[config.mk]
export PLATFORM = sky130hd
export DESIGN_NAME = spi_xfer_ctrl
export DESIGN_NICKNAME = d
export VERILOG_FILES = /design/src/rtl/spi_xfer_ctrl.sv
export SDC_FILE = /design/constraint.sdc
export NUM_CORES = 1
export LEC_CHECK = 0
export ABC_CLOCK_PERIOD_IN_PS = 1830
export BUFFER_PORTS_ARGS = -buffer_cell sky130_fd_sc_hd__buf_2
export CAP_MARGIN = 20
export CORE_MARGIN = 3
export CORE_UTILIZATION = 30
export CTS_BUF_LIST = sky130_fd_sc_hd__clkbuf_16
export DETAILED_ROUTE_END_ITERATION = 8
export SYNTH_ARGS = -nofsm -noshare
export SYNTH_HDL_FRONTEND = slang
export SYNTH_SLANG_ARGS = --single-unit
[constraint.sdc]
create_clock -name clk -period 1.83 [get_ports clk]
set_input_delay 0 -clock clk [delete_from_list [all_inputs] [get_ports clk]]
set_output_delay 0 -clock clk [all_outputs]
set_load 0.01 [all_outputs]
[src/rtl/spi_xfer_ctrl.sv]
// SPI mode-0 master that moves xfer_len words from a TX FIFO to an RX FIFO.
// Define SPI_XFER_CTRL_RX_STALL_EN to stall on a full RX FIFO instead of dropping.
module spi_xfer_ctrl #(
    parameter int DATAWIDTH = 8,
    parameter int CLK_DIV   = 2
) (
    input  logic                 clk,
    input  logic                 rstn,
    input  logic                 go,
    input  logic                 abort,
    input  logic [2:0]           xfer_len,
    input  logic [DATAWIDTH-1:0] tx_dout,
    input  logic                 tx_empty,
    output logic                 tx_re_en,
    input  logic                 rx_full,
    output logic [DATAWIDTH-1:0] rx_din,
    output logic                 rx_wr_en,
    output logic                 sclk,
    output logic                 mosi,
    input  logic                 miso,
    output logic                 ss_n,
    output logic                 busy,
    output logic                 done,
    output logic                 rx_ovf
);

    localparam logic [2:0] IDLE  = 3'd0;
    localparam logic [2:0] LOAD  = 3'd1;
    localparam logic [2:0] SHIFT = 3'd2;
    localparam logic [2:0] STORE = 3'd3;
    localparam logic [2:0] DONE  = 3'd4;

    localparam int DIV_W = $clog2(CLK_DIV) + 1;
    localparam int BIT_W = $clog2(DATAWIDTH) + 1;
    localparam logic [DIV_W-1:0] DIV_LAST = DIV_W'(CLK_DIV - 1);
    localparam logic [BIT_W-1:0] BIT_LAST = BIT_W'(DATAWIDTH - 1);

    logic [2:0]           state_q, state_d;
    logic [2:0]           cnt_q, cnt_d;
    logic [DIV_W-1:0]     div_q, div_d;
    logic [BIT_W-1:0]     bit_q, bit_d;
    logic                 sclk_q, sclk_d;
    logic                 ovf_q, ovf_d;
    logic [DATAWIDTH-1:0] txsh_q, txsh_d;
    logic [DATAWIDTH-1:0] rxsh_q, rxsh_d;

    always_comb begin
        state_d = state_q;
        cnt_d   = cnt_q;
        div_d   = div_q;
        bit_d   = bit_q;
        sclk_d  = sclk_q;
        ovf_d   = ovf_q;
        txsh_d  = txsh_q;
        rxsh_d  = rxsh_q;
        if (abort) begin
            state_d = IDLE;
            sclk_d  = 1'b0;
            div_d   = '0;
            bit_d   = '0;
        end else begin
            case (state_q)
                IDLE: begin
                    if (go) begin
                        if (xfer_len != 3'd0) begin
                            cnt_d   = xfer_len;
                            ovf_d   = 1'b0;
                            state_d = LOAD;
                        end else begin
                            state_d = DONE;
                        end
                    end
                end
                LOAD: begin
                    if (!tx_empty) begin
                        txsh_d  = tx_dout;
                        div_d   = '0;
                        bit_d   = '0;
                        sclk_d  = 1'b0;
                        state_d = SHIFT;
                    end
                end
                SHIFT: begin
                    if (div_q == DIV_LAST) begin
                        div_d  = '0;
                        sclk_d = !sclk_q;
                        // rising edge samples, falling edge shifts
                        if (!sclk_q) begin
                            rxsh_d = {rxsh_q[DATAWIDTH-2:0], miso};
                        end else begin
                            txsh_d = txsh_q << 1;
                            bit_d  = bit_q + BIT_W'(1);
                            if (bit_q == BIT_LAST) begin
                                state_d = STORE;
                            end
                        end
                    end else begin
                        div_d = div_q + DIV_W'(1);
                    end
                end
                STORE: begin
                    if (!rx_full) begin
                        cnt_d   = cnt_q - 3'd1;
                        state_d = (cnt_q == 3'd1) ? DONE : LOAD;
                    end else begin
`ifdef SPI_XFER_CTRL_RX_STALL_EN
                        state_d = STORE;
`else
                        ovf_d   = 1'b1;
                        cnt_d   = cnt_q - 3'd1;
                        state_d = (cnt_q == 3'd1) ? DONE : LOAD;
`endif
                    end
                end
                DONE: begin
                    state_d = IDLE;
                end
                default: begin
                    state_d = IDLE;
                end
            endcase
        end
    end

    always_ff @(posedge clk or negedge rstn) begin
        if (!rstn) begin
            state_q <= IDLE;
            cnt_q   <= '0;
            div_q   <= '0;
            bit_q   <= '0;
            sclk_q  <= 1'b0;
            ovf_q   <= 1'b0;
            txsh_q  <= '0;
            rxsh_q  <= '0;
        end else begin
            state_q <= state_d;
            cnt_q   <= cnt_d;
            div_q   <= div_d;
            bit_q   <= bit_d;
            sclk_q  <= sclk_d;
            ovf_q   <= ovf_d;
            txsh_q  <= txsh_d;
            rxsh_q  <= rxsh_d;
        end
    end

    assign busy     = (state_q != IDLE);
    assign done     = (state_q == DONE) && !abort;
    assign ss_n     = !((state_q == LOAD) || (state_q == SHIFT) ||
                        (state_q == STORE));
    assign tx_re_en = (state_q == LOAD) && !tx_empty && !abort;
    assign rx_wr_en = (state_q == STORE) && !rx_full && !abort;
    assign sclk     = sclk_q;
    assign mosi     = (state_q == SHIFT) && txsh_q[DATAWIDTH-1];
    assign rx_din   = rxsh_q;
    assign rx_ovf   = ovf_q;

endmodule

# Yosys cells after proc, flatten, opt, wreduce, memory -nomap -nowiden
# Cells that the tools add are included.
# W data, S select, Z words.
# word_totals
regBits	30
latchBits	0
mem_count	0
mem_bits_rw	0
out_inout_bits	16
mem_bits_ro	0
inputBits	18
elab_cells	91
# op_classes
order_cmp	0
div_mod_pow	0
n_eq_ne	18
mul	0
add_sub_neg	3
bitwise_logic	2
shift	0
reduce_logical	27
mux	33
# op_table
cell	count
$mux W3	10
$mux W8	3
$mux W4	4
$pmux W8 S2	1
$ne A3 B3 Y1 const B	5
$reduce_and A5 Y1	3
$ne A2 B2 Y1 const B	6
$pmux W3 S4	1
$reduce_and A4 Y1	3
$reduce_bool A3 Y1	3
$pmux W4 S2	1
$eq A3 B1 Y1 const B	2
$eq A3 B2 Y1 const B	2
$logic_and A1 B1 Y1	6
$mux W1	6
$mux W2	3
$pmux W3 S2	1
$logic_not A1 Y1	5
$add A4 B1 Y4 const B	1
$eq A4 B3 Y1 const B	1
$pmux W1 S2	2
$pmux W2 S2	1
$reduce_bool A2 Y1	2
$eq A3 B3 Y1 const B	1
other kinds (8)	10

# Logic depth before layout (Yosys ltp)
# Gate-level depths: netlist (run 1).
# depth
word_depth	6
mapped_depth	5
mapped_depth_nobuf	5

# Worst setup path before layout (run 1)
# OpenSTA, ideal clock, no wires.
# synth_path
path_kind	register to register
startpoint	register state_q[1]
endpoint	register bit_q[2]
t_arrival_ns	1.553
required_time_ns	1.752
path_stages_with_launch	5
slack_ns	0.199
path_cell_list	dfrtp_1 or3b_1 a2bb2oi_1 or4b_1 a21oi_1
# synth_via
elab_chain_cells	3
# synth_lines
element	line	rtl
start: declaration	38	logic [2:0] state_q, state_d;
start signal: assignment	136	state_q <= state_d;
$eq A3 B2 Y1 / $eq A3 B1 Y1 (equally long branches)	62	case (state_q)
$ne A3 B3 Y1 (no line), or another cell as far along	n/a	
$reduce_and A4 Y1 (no line) / $mux W4 (equally long branches)	n/a	
end signal: assignment	139	bit_q <= bit_d;
end: declaration	41	logic [BIT_W-1:0] bit_q, bit_d;
# Parallel ways exist; a longest one is shown, timed or not.
# A chain may end at the register's enable or synchronous reset.

# Worst setup path in the final report (run 1)
# layout_path
startpoint	register state_q[0]
endpoint	register bit_q[2]
# Same word-level chain as after synthesis.

==> flow_metrics.tcl, run 1 <==
set metrics [dict create \
    syn-cell-area_sq_um 1540 \
    first_iter_violations 72 \
    status "completed" \
    dp.cells 251 \
    grt_util_all_layers 0.121 \
    cp_max_fo 7 \
    peakVddDrop_mv 0.619 \
    drive_gt1_frac 0.320 \
    io_buffers 33 \
    die_area_sq_um 6020 \
    comb_power_share 0.233 \
    syn_to_final_growth_pct 29.2 \
    nets 214 \
    drv_slew 0 \
    drtAntennaViolNets 0 \
    clock_power_share 0.355 \
    grt.overflow.total 0 \
    yosys_most_used_dff "dfrtp_1" \
    synthCells 149 \
    antenna_cells 0 \
    setup_slack_ns 0.125 \
    cp_num_buf_inv 0 \
    postCtsSetupBuffers 0 \
    multi_input_area_sq_um 748 \
    viasPerCell 4.77 \
    drc 0 \
    cts_buffer_depth 2 \
    rsz0062_at_grt "no" \
    post-dp-hpwl_mm 2.41 \
    synthTopCellsByArea "dfrtp_1, mux2_2, a21oi_1, mux2i_1, nor2_1" \
    ys_warn_count 0 \
    root_buffer "clkbuf_16" \
    highest_layer "met4" \
    die_x_microns 77.6 \
    ios 34 \
    path_class "flop to flop" \
    dr_wl_met3_microns 146 \
    grt_max_degree 31 \
    path_cells "or3b_4, a2bb2oi_1, or4b_1, a21oi_1" \
    cts_max_level 2 \
    crit_arrival_ns 1.89 \
    place_ws_ns 0.107 \
    synth_seq_cells 30 \
    setup-tns-final_ns 0 \
    seq_area_sq_um 751 \
    antenna_found_initial 0 \
    drt-met1-wl_mm 1.65 \
    die_h_microns 77.6 \
    synth_edf_count 0 \
    swShare 0.285 \
    cts_buffers 5 \
    total_leakage_power_nw 0.942 \
    core_region_area_sq_um 4850 \
    synth.most_common_cell "dfrtp_1" \
    avgSynthCellArea_sq_um 10.3 \
    wire_per_inst_microns 12.6 \
    internal-power_mw 1.53 \
    min_period_ns 1.71 \
    finalCritPeriodShare 0.932 \
    worstSetupEndpointType "flop" \
    synth_top_cell_area_share 0.489 \
    path_clk_slew_ns 0.05 \
    synth_common_cells "dfrtp_1, a21oi_1, nor2_1" \
    setup_viol 0 \
    cts_tree "done" \
    grt_pass1_vias 1259 \
    rows 25 \
    routabilityCongestion 0.827 \
    fill_cells 492 \
    cp_top_family "simple AND/OR/NAND/NOR gates" \
    dr.pass1.iters 6 \
    syn_nets 170 \
    critPathLaunchType "flop" \
    hold_viol_final 0 \
    synth_largest_area_cell "dfrtp_1" \
    ys_types 39 \
    final_cells 261 \
    fin_skew_ns 0.00428 \
    ys_seq_area_frac 0.489 \
    dr_wl_met2_mm 1.48 \
    worst_ep_required_time_ns 2.02 \
    route.vias.total 1244 \
    pwr-share-seq 0.412 \
    wirelength_mm 3.29 \
    grt_first_pass_wirelength_mm 5.95 \
    initial_core_util 0.317 \
    slew_headroom 0.547 \
    power_switching_mw 0.609 \
    postSynth.asyncResetShare 1.00 \
    maxCapViolCount 0 \
    worstSkewPairLatency_ns 0.27 \
    power_density_nw_per_um2 1080 \
    critPathMaxStageDelay_ns 0.48 \
    cts_num_sinks 30 \
    tightest_slew_ns 0.679 \
    critPathSlowestCell "or4b_1" \
    hp-class "input pin to flop" \
    fmax_mhz 587 \
]
power by group through the flow:
stage               clock [mW]  sequential (mW)  combinational (mW)
floorplan                    0            0.880               0.333
global placement             0            0.889               0.487
detailed placement           0            0.892               0.494
CTS                      0.783            0.881               0.498
global route             0.815            0.905               0.580
finish                   0.758            0.880               0.498
cells by family after synthesis:
| kind of cell | after synthesis | share of synthesized area |
|---|---|---|
| DFF | 30 | 0.489 |
| adders and majority gates | 3 | 0.0244 |
| and+or+nand+nor | 46 | 0.176 |
| muxes | 15 | 0.104 |
| AOI/OAI and AO/OA | 43 | 0.178 |
| buffers and inverters | 12 | 0.0293 |
flip-flops by register name, indices dropped and copies added (netlist names):
name	flops
bit_q	4
cnt_q	3
div_q	2
rx_din	8
rx_ovf	1
sclk	1
state_q	3
txsh_q	8
area by class of cell:
type                    count  share of cell area
clock buffers               5              0.0631
inverters                   7              0.0132
well taps                  67              0.0422
flip-flops and latches     30               0.378
multi-input cells         107               0.377
repair buffers             42               0.120
clock inverters             3             0.00631
cells in the final DEF (no fill, tap or decap), types with 2 or more instances in the layout:
cell type,n
a21oi_1,16
a2bb2oi_1,2
buf_2,33
buf_4,7
clkbuf_16,5
dfrtp_1,30
dlygate4sd3_1,2
ha_1,3
inv_1,8
mux2_2,8
mux2i_1,7
nand3_1,6
nand3b_1,4
nor2_1,14
nor2_2,2
nor2b_1,2
nor3_1,4
nor3b_1,2
o211ai_1,2
o21ai_0,10
o31ai_1,3
worst register-to-register path, stage by stage (launching register included):
cell	delay, ns
dfrtp_1	0.40
or3b_4	0.42
a2bb2oi_1	0.19
or4b_1	0.48
a21oi_1	0.15
metal layers:
layer,GRT usage,vias up
li1,-,638
met1,0.173,574
met2,0.180,30
met3,0.0325,2
met4,0.0320,0
met5,0,-
path summary, 6_finish.rpt:
check / cells past startpoint / slack (ns) / from / end
worst max-delay path: 4 / 0.12 / state_q[0] / bit_q[2]
worst min-delay path: 3 / 0.004 / tx_dout[0] / txsh_q[0]
worst max register to register: 4 / 0.12 / state_q[0] / bit_q[2]
worst min register to register: 1 / 0.49 / cnt_q[0] / cnt_q[0]
max in group asynchronous: 2 / 1.07 / rstn / txsh_q[4]
min in group asynchronous: 2 / 0.32 / rstn / cnt_q[1]
through the flow:
step           hold slack, ns  utilization  area (sq um)  total power, mW
5_1_grt                0.0270        0.409          1980             2.30
2_1_floorplan          -0.296            -          1540             1.21
4_1_cts               0.00608        0.408          1980             2.16
3_3_place_gp           0.0863        0.375          1820             1.38
6_report              0.00352        0.409          1980             2.14
3_5_place_dp           0.0839        0.375          1820             1.39
repair_timing:
action | in CTS | in global routing
gates resized for setup | 0 | 2
hold endpoints to repair | 31 | 0
endpoints found under the setup margin | 0 | 2
hold buffers | 2 | 0
Power figures use the tool's default switching activity.
==> run 2: changes to the inputs <==
--- a/config.mk
+++ b/config.mk
@@ -5,7 +5,7 @@
 export SDC_FILE = /design/constraint.sdc
 export NUM_CORES = 1
 export LEC_CHECK = 0
-export ABC_CLOCK_PERIOD_IN_PS = 1830
+export ABC_CLOCK_PERIOD_IN_PS = 2200
 export BUFFER_PORTS_ARGS = -buffer_cell sky130_fd_sc_hd__buf_2
 export CAP_MARGIN = 20
 export CORE_MARGIN = 3
==> constraint.sdc (replaced) <==
create_clock -name clk -period 2.2 [get_ports clk]
set_input_delay 0 -clock clk [delete_from_list [all_inputs] [get_ports clk]]
set_output_delay 0 -clock clk [all_outputs]
set_load 0.01 [all_outputs]
==> flow_metrics.tcl, run 2 (synthesized netlist as in run 1, its figures left out) <==
set metrics [dict create \
    status "completed" \
    rsz0062_at_grt "no" \
    rows 25 \
    r2r-end "bit_q[2]" \
    comb_power_share 0.220 \
    setup-tns-final_ns 0 \
    maxCapViolCount 0 \
    cts_num_sinks 30 \
    holdWs_ns 0.00446 \
    path_clk_slew_ns 0.05 \
    peakVddDrop_mv 0.419 \
    grt_max_degree 31 \
    power_density_nw_per_um2 896 \
    die_h_microns 77.6 \
    first_iter_violations 53 \
    internal-power_mw 1.26 \
    cts_buffer_depth 2 \
    total_leakage_power_nw 0.926 \
    clock_power_share 0.355 \
    worst_ep_required_time_ns 2.39 \
    antenna_found_initial 0 \
    setup_viol 0 \
    power_switching_mw 0.498 \
    cts_tree "done" \
    io_buffers 33 \
    min_path_cells 3 \
    fmax_mhz 532 \
    setup_slack_ns 0.319 \
    fin_skew_ns 0.00479 \
    drc 0 \
    path_cells "or3b_1, a2bb2oi_1, or4b_1, a21oi_1" \
    root_buffer "clkbuf_16" \
    worstSkewPairLatency_ns 0.27 \
    critPathLaunchType "flop" \
    cp_num_buf_inv 0 \
    cts_buffers 5 \
    cp_max_fo 14 \
    core_region_area_sq_um 4850 \
    slew_headroom 0.551 \
    path_class "flop to flop" \
    die_x_microns 77.6 \
    grt_first_pass_wirelength_mm 5.82 \
    initial_core_util 0.317 \
    min_period_ns 1.88 \
    route.vias.total 1248 \
    swShare 0.283 \
    place_ws_ns 0.356 \
    min_from "xfer_len[0]" \
    viasPerCell 4.84 \
    hold_viol_final 0 \
    wire_per_inst_microns 12.9 \
    finalCritPeriodShare 0.855 \
    post_cts_resize_count 0 \
    die_area_sq_um 6020 \
    crit_arrival_ns 2.07 \
    postCtsSetupBuffers 0 \
    pwr-share-seq 0.425 \
    tightest_slew_ns 0.674 \
    post-dp-hpwl_mm 2.35 \
    rrSetupSlack_ns 0.32 \
    hp-class "input pin to flop" \
    critPathSlowestCell "dfrtp_1" \
    worstSetupEndpointType "flop" \
    cp_top_family "simple AND/OR/NAND/NOR gates" \
    antenna_cells 0 \
    layout_common_cells "buf_2, dfrtp_1, a21oi_1" \
    drive_gt1_frac 0.309 \
    grt_pass1_vias 1270 \
    ios 34 \
    routabilityCongestion 0.806 \
    crit-reg2reg-launch "state_q[1]" \
    nets 212 \
    final_common_cell "buf_2" \
    drv_slew 0 \
    fill_cells 486 \
    dr.pass1.iters 4 \
    syn_to_final_growth_pct 27.5 \
    cts_max_level 2 \
    grt.overflow.total 0 \
    critPathMaxStageDelay_ns 0.51 \
    wirelength_mm 3.32 \
    grt_util_all_layers 0.120 \
    ff2ff_path_depth 4 \
    hold_end "cnt_q[0]" \
    drtAntennaViolNets 0 \
]
-- run 2: changes by cell type in the layout (fill, tap and decap cells not counted) --
cell / before / now
buf_4: 7 / 5
clkinv_1: 1 / 0
clkinv_2: 1 / 2
inv_1: 8 / 7
nor3_1: 4 / 5
nor3_2: 1 / 0
or3b_1: 0 / 1
or3b_4: 1 / 0
-- run 2: final cells by class --
type	instances	area [sq um]	share of cell area
clock inverter	2	10.0	0.00511
timing repair buffer	40	223	0.114
inverter	7	26.3	0.0134
clock buffer	5	125	0.0639
multi-input combinational	107	741	0.378
sequential	30	751	0.383
tap	67	83.8	0.0428
-- run 2: through the flow --
| step | instances | util | total power, mW | instance area [sq um] |
|---|---|---|---|---|
| floorplan | 149 | - | 1.01 | 1540 |
| global placement | 249 | 0.372 | 1.14 | 1800 |
| detailed placement | 249 | 0.372 | 1.14 | 1800 |
| CTS | 258 | 0.404 | 1.79 | 1960 |
| global route | 258 | 0.404 | 1.89 | 1960 |
| finish | 258 | 0.404 | 1.76 | 1960 |
-- run 2: layer usage --
metal,global-route usage,part of all wire,up-vias
li1,-,-,639
met2,0.189,0.48,22
met4,0.0267,0.0036,0
met5,0,0,-
met3,0.0487,0.040,2
met1,0.156,0.48,585
-- run 2: power by group through the flow --
stage / Sequential (mW) / Combinational [mW] / Clock, mW
global placement: 0.749 / 0.387 / 0
global route: 0.763 / 0.454 / 0.671
finish: 0.746 / 0.387 / 0.623
detailed placement: 0.754 / 0.387 / 0
CTS: 0.746 / 0.394 / 0.646
floorplan: 0.732 / 0.277 / 0
-- run 2: worst max path at each step --
stage               cells past startpoint  slack [ns]  endpoint  startpoint
global route                            4        0.26  bit_q[2]  state_q[1]
CTS                                     4        0.34  bit_q[2]  state_q[1]
floorplan                               4        0.57  bit_q[2]  state_q[1]
global placement                        4        0.38  bit_q[2]  state_q[1]
finish                                  4        0.32  bit_q[2]  state_q[1]
detailed placement                      4        0.36  bit_q[2]  state_q[1]
-- run 2: timing repair --
action                                  4_1_cts  5_1_grt
hold buffers                                  2        0
endpoints found under the hold margin        31        0
endpoints found under the setup margin        0        0
-- run 2: worst reg2reg max path: stages (launching register included) --
cell and delay, ns:
dfrtp_1 0.51, or3b_1 0.49, a2bb2oi_1 0.19, or4b_1 0.48, a21oi_1 0.13
